===== src/rtl/arb_pkg.sv =====
// Shared types and constants for the 4-requester arbiter.
// Build option: define ARB_ROUND_ROBIN_EN for rotating priority (see req_arbiter4).
package arb_pkg;

   localparam int NUM_REQ = 4;
   localparam int IDX_W   = 2;
   // Wide enough for a hold count up to MAX_HOLD-1 = 14
   localparam int HOLD_W  = 4;

   typedef enum logic [1:0] {
      IDLE    = 2'd0,
      GRANT   = 2'd1,
      RELEASE = 2'd2
   } arb_state_t;

   // Binary requester index to one-hot grant vector
   function automatic logic [NUM_REQ-1:0] idx_to_onehot(input logic [IDX_W-1:0] idx);
      logic [NUM_REQ-1:0] oh;
      oh      = '0;
      oh[idx] = 1'b1;
      return oh;
   endfunction

endpackage


===== src/rtl/prio_enc4.sv =====
// Combinational 4-to-2 priority encoder with a rotate input.
// ROTATE_EN=1: the search starts at rot_i and moves upward, wrapping 3->0.
// ROTATE_EN=0: the request vector is bit-reversed before the same search, so
// with rot_i=0 the highest index wins (req[3] highest, req[0] lowest).
module prio_enc4
   import arb_pkg::*;
#(
   parameter bit ROTATE_EN = 1'b0
) (
   input  logic [NUM_REQ-1:0] req_i,
   input  logic [IDX_W-1:0]   rot_i,
   output logic [IDX_W-1:0]   idx_o,
   output logic               valid_o
);

   logic [NUM_REQ-1:0] req_eff;
   logic [IDX_W-1:0]   cand;
   logic [IDX_W-1:0]   found;

   // Upward search from rot_i; walk lowest priority first so the last hit wins
   always_comb begin
      req_eff = req_i;
      cand    = '0;
      found   = '0;
      if (!ROTATE_EN) begin
         for (int b = 0; b < NUM_REQ; b++) begin
            req_eff[b] = req_i[NUM_REQ-1-b];
         end
      end
      for (int k = NUM_REQ-1; k >= 0; k--) begin
         cand = rot_i + IDX_W'(k);
         if (req_eff[cand]) begin
            found = cand;
         end
      end
      // Undo the reversal in fixed mode: position i of req_eff is index 3-i
      idx_o   = ROTATE_EN ? found : ~found;
      valid_o = |req_i;
   end

endmodule


===== src/rtl/req_arbiter4.sv =====
// Four-requester arbiter: IDLE -> GRANT -> RELEASE -> IDLE, registered
// one-hot grant, hold-limit revocation with a one-cycle timeout pulse.
// Build option: ARB_ROUND_ROBIN_EN selects rotating priority with a 2-bit
// pointer; without it the winner is fixed-priority (req[3] highest).
module req_arbiter4
   import arb_pkg::*;
#(
   parameter int MAX_HOLD = 8
) (
   input  logic               clk,
   input  logic               rst,
   input  logic               en,
   input  logic [NUM_REQ-1:0] req,
   input  logic               done,
   output logic [NUM_REQ-1:0] grant,
   output logic [IDX_W-1:0]   grant_id,
   output logic               grant_valid,
   output logic               timeout,
   output arb_state_t         dbg_state_o
);

   arb_state_t          state_q, state_d;
   logic [NUM_REQ-1:0]  grant_q, grant_d;
   logic [IDX_W-1:0]    id_q, id_d;
   logic [HOLD_W-1:0]   hold_q, hold_d;
   logic                timeout_q, timeout_d;

   logic [IDX_W-1:0]    rot;
   logic [IDX_W-1:0]    win_idx;
   logic                win_valid;
   logic                owner_req;
   logic                lim_hit;

`ifdef ARB_ROUND_ROBIN_EN
   localparam bit ROT_EN = 1'b1;
   logic [IDX_W-1:0]    ptr_q, ptr_d;

   // Rotating-priority pointer: the requester searched first
   always_ff @(posedge clk or posedge rst) begin
      if (rst) ptr_q <= '0;
      else     ptr_q <= ptr_d;
   end

   assign rot = ptr_q;
`else
   localparam bit ROT_EN = 1'b0;
   assign rot = '0;
`endif

   prio_enc4 #(
      .ROTATE_EN (ROT_EN)
   ) u_prio_enc4 (
      .req_i   (req),
      .rot_i   (rot),
      .idx_o   (win_idx),
      .valid_o (win_valid)
   );

   assign owner_req = req[id_q];
   assign lim_hit   = (hold_q == HOLD_W'(MAX_HOLD - 1));

   // State, grant and counter registers; reset drops the grant without a clock
   always_ff @(posedge clk or posedge rst) begin
      if (rst) begin
         state_q   <= IDLE;
         grant_q   <= '0;
         id_q      <= '0;
         hold_q    <= '0;
         timeout_q <= 1'b0;
      end else begin
         state_q   <= state_d;
         grant_q   <= grant_d;
         id_q      <= id_d;
         hold_q    <= hold_d;
         timeout_q <= timeout_d;
      end
   end

   // Next-state and next-output logic; en=0 outranks every GRANT exit cause
   always_comb begin
      state_d   = state_q;
      grant_d   = grant_q;
      id_d      = id_q;
      hold_d    = hold_q;
      timeout_d = 1'b0;
`ifdef ARB_ROUND_ROBIN_EN
      ptr_d     = ptr_q;
`endif
      case (state_q)
         IDLE: begin
            grant_d = '0;
            id_d    = '0;
            hold_d  = '0;
            if (en && win_valid) begin
               state_d = GRANT;
               grant_d = idx_to_onehot(win_idx);
               id_d    = win_idx;
            end
         end
         GRANT: begin
            if (!en) begin
               state_d = IDLE;
               grant_d = '0;
               id_d    = '0;
               hold_d  = '0;
            end else if (done || !owner_req || lim_hit) begin
               state_d   = RELEASE;
               grant_d   = '0;
               id_d      = '0;
               hold_d    = '0;
               // done wins over the hold limit: only a true revocation pulses
               timeout_d = lim_hit && !done && owner_req;
`ifdef ARB_ROUND_ROBIN_EN
               ptr_d     = id_q + IDX_W'(1);
`endif
            end else begin
               hold_d = hold_q + HOLD_W'(1);
            end
         end
         RELEASE: begin
            state_d = IDLE;
            grant_d = '0;
            id_d    = '0;
            hold_d  = '0;
         end
         default: begin
            state_d = IDLE;
            grant_d = '0;
            id_d    = '0;
            hold_d  = '0;
         end
      endcase
   end

   assign grant       = grant_q;
   assign grant_id    = id_q;
   assign grant_valid = |grant_q;
   assign timeout     = timeout_q;
   assign dbg_state_o = state_q;

endmodule


===== config.mk =====
export PLATFORM = sky130hd
export DESIGN_NAME = req_arbiter4
export DESIGN_NICKNAME = d
export VERILOG_FILES = /design/src/rtl/arb_pkg.sv /design/src/rtl/prio_enc4.sv /design/src/rtl/req_arbiter4.sv
export SDC_FILE = /design/constraint.sdc
export NUM_CORES = 1
export LEC_CHECK = 0
export CAP_MARGIN = 20
export CORE_MARGIN = 3
export CORE_UTILIZATION = 45
export CTS_BUF_LIST = sky130_fd_sc_hd__clkbuf_2 sky130_fd_sc_hd__clkbuf_4 sky130_fd_sc_hd__clkbuf_8
export DETAILED_ROUTE_END_ITERATION = 6
export PLACE_DENSITY = 0.74
export RECOVER_POWER = 100
export SLEW_MARGIN = 20
export SYNTH_ARGS = -nofsm -noshare
export SYNTH_HDL_FRONTEND = slang
export SYNTH_HIERARCHICAL = 1
export SYNTH_SLANG_ARGS = --single-unit

===== constraint.sdc =====
create_clock -name clk -period 1.9 [get_ports clk]
set_clock_uncertainty 0.1 [all_clocks]
set_input_delay 0.19 -clock clk [delete_from_list [all_inputs] [get_ports clk]]
set_output_delay 0.19 -clock clk [all_outputs]
set_load 0.01 [all_outputs]

==> impl_metrics.ini <==
[run_status]
outcome = finished, final reports clean

[logic_synthesis]
syn-cell-area_sq_um = 709
synth-main-ff-cell = dfrtp_1
syn_avg_cell_area_sq_um = 10.4
synth.distinct_cells = 28
synth_edf_count = 0
ys_seq_elements = 13
yosysWarnings = 6
synth-async-reset-ratio_pct = 100
yosysSeqAreaShare_pct = 45.9
netlist_instances = 68

[detailed_routing]
ant_nets = 0
drt-vias-per-instance = 5.28
drc = 0
wl_mm = 1.41
vias = 570
drt_iter0_drc = 9
firstDrtPassIters = 4
post_drt_wl_per_cell_microns = 13.0

[timing]
fmax_mhz = 584
hold_ws_ns = 0.267
setup_viol = 0
min_period_ns = 1.71
final_max_slew_viol_count = 0
hold_violations = 0
rsz0062_at_grt = no
period_share_pct = 90.1
fin_tns_setup_ns = 0

[cells_and_area]
layout.cells.non_filler = 108
design_area_sq_um = 917
fill_cells = 126
fin_nets = 103
syn2layout_area_growth_pct = 29.3
drive_gt1_share_pct = 11.8
antennaDiodeCount = 0

[global_route]
antenna_found_initial = 0
grt_start_max_net_pins = 14
grt_pass1_vias = 524
overflow = 0
grt_pass1_wl_mm = 2.31
track_usage_pct = 16.0

[cts]
clock_path_buffers = 2
cts_num_sinks = 13
cts_max_level = 1
cts_setup_buffers = 0
cts_tree = built
ctsResizeCount = 0
hold_buffers = 0
clkTransAtPathRegs_ns = 0.07
clk_latency_ns = 0.27
numCtsBuffers = 3
cts_root_buf = clkbuf_4

[floorplanning]
fp.dieH_microns = 45.7
floorplan.initialDensity_pct = 51.3
fp-row-count = 13
die_area_sq_um = 2090
core_area_sq_um = 1380
ios = 18
die_w_microns = 45.7

[worst_setup_path]
crit_fanout = 2
worstReg2RegEnd = grant[2]
cpLargestDelayFamily = buffers and inverters
endpoint_kind = output port
reg2reg_from = hold_q[0]
slowest_stage = dlygate4sd3_1
startpoint = grant[2]
crit_arrival_ns = 1.42
critPathKind = reg -> out
worstPathCellList = inv_1 -> nand4_1 -> dlygate4sd3_1
required_ns = 1.61
r2r_setup_slack_ns = 0.36
reg2reg_depth = 4
start_kind = flop
crit_buf_inv = 2
cpPeakStageDelay_ns = 0.61

[placed_design]
port_buffers = 17
place_area_sq_um = 902
hpwl_mm = 1.14
routabilityCongestion = 0.746
placed_cells = 104

[hold_path]
hp-class = in -> async

[pwr]
p_leak_uw = 0.000417
p_per_area_nw_per_um2 = 696
ir_worst_vdd_v = 0.000342

[run]
maxCapViolations = 0
-- metrics by stage --
| stage | util (%) | worst slack (ns) | total power (uW) |
|---|---|---|---|
| after global routing | 66.3 | 0.122 | 678 |
| after floorplan | - | 0.529 | 408 |
| after detailed placement | 65.2 | 0.165 | 477 |
| final | 66.3 | 0.188 | 638 |
| after global placement | 65.2 | 0.188 | 475 |
| after CTS | 67.4 | 0.276 | 660 |
-- registers in the layout, summed over array words and instances (netlist names) --
signal	count
timeout	1
grant	4
grant_id	2
hold_q	4
dbg_state_o	2
-- cell usage after synthesis (2+ instances only) --
cell type   n  area (sq um)
nand2_1     5          18.8
dfrtp_1    13           325
buf_6       2          22.5
nand2b_1    4          25.0
nand3b_1    2          15.0
nor3_1      4          20.0
o32ai_1     2          17.5
inv_1       8          30.0
o31ai_1     2          15.0
a21oi_1     2          10.0
nor2_1      5          18.8
o32ai_2     3          48.8
-- cells by family after synthesis --
kind of cell / count (synthesis) / share of synthesized area, %
fa+ha+maj: 1 / 1.76
xor+xnor: 2 / 2.47
buf+inv: 11 / 7.94
other cells: 1 / 0.529
mux: 2 / 3.53
simple gates: 24 / 18.2
compound gates: 14 / 19.8
flops: 13 / 45.9
-- cells in the final DEF, fill, tap and decap left out --
| cell type | netlist | final |
|---|---|---|
| clkbuf_4 | 0 | 4 |
| inv_2 | 1 | 1 |
| nor2_1 | 5 | 5 |
| ha_1 | 1 | 1 |
| nor3_1 | 4 | 4 |
| dfrtp_1 | 13 | 13 |
| o31ai_1 | 2 | 2 |
| xnor2_1 | 1 | 1 |
| mux2i_1 | 1 | 1 |
| o32ai_2 | 3 | 1 |
| nor3b_1 | 1 | 1 |
| inv_1 | 8 | 8 |
| dlygate4sd3_1 | 0 | 11 |
| a2bb2oi_2 | 1 | 1 |
| o221ai_1 | 1 | 1 |
| xor2_1 | 1 | 1 |
| nand3b_1 | 2 | 2 |
| a21oi_1 | 2 | 2 |
| o32ai_1 | 2 | 4 |
| buf_4 | 0 | 1 |
| clkdlybuf4s50_1 | 0 | 6 |
| nand2b_1 | 4 | 4 |
| o21bai_1 | 1 | 1 |
| o211ai_1 | 1 | 1 |
| nand4_1 | 1 | 1 |
| o21ba_2 | 1 | 1 |
| mux2_4 | 1 | 1 |
| conb_1 | 1 | 6 |
| nand2_1 | 5 | 5 |
| and4bb_2 | 1 | 1 |
| nand3_1 | 1 | 1 |
-- power breakdown --
part	internal (uW)	switching [uW]
clock network	95.7	86.0
logic	76.8	75.6
registers	292	11.6
-- worst max path at each step --
stage                             end  slack (ns)  depth (start not counted)
after floorplan              grant[0]        0.53                          4
after global placement       grant[1]        0.19                          4
after detailed placement     grant[1]        0.17                          4
after CTS                 grant_valid        0.28                          3
after global routing      grant_valid        0.12                          3
final                     grant_valid        0.19                          3
-- final cells by class --
class                   instances  area, sq um  area share, %
well taps                      15         18.8           2.05
multi-input cells              49          332           36.2
clock buffers                   4         30.0           3.27
flip-flops and latches         13          325           35.5
repair buffers                 18          178           19.4
inverters                       9         33.8           3.68
-- worst reg2reg max path: cells and delay by family (launching register included) --
family / cells / cell delay (ns)
compound gates: 1 / 0.35
fa+ha+maj: 1 / 0.25
flops: 1 / 0.40
simple gates: 2 / 0.34
-- per-layer routing --
layer | global-route usage [%] | part of all wire, %
met1 | 20.7 | 47
met2 | 24.5 | 47
met3 | 4.74 | 4.5
met4 | 6.82 | 1.6
met5 | 0 | 0
Note: power is estimated with default switching activity, not from simulation.
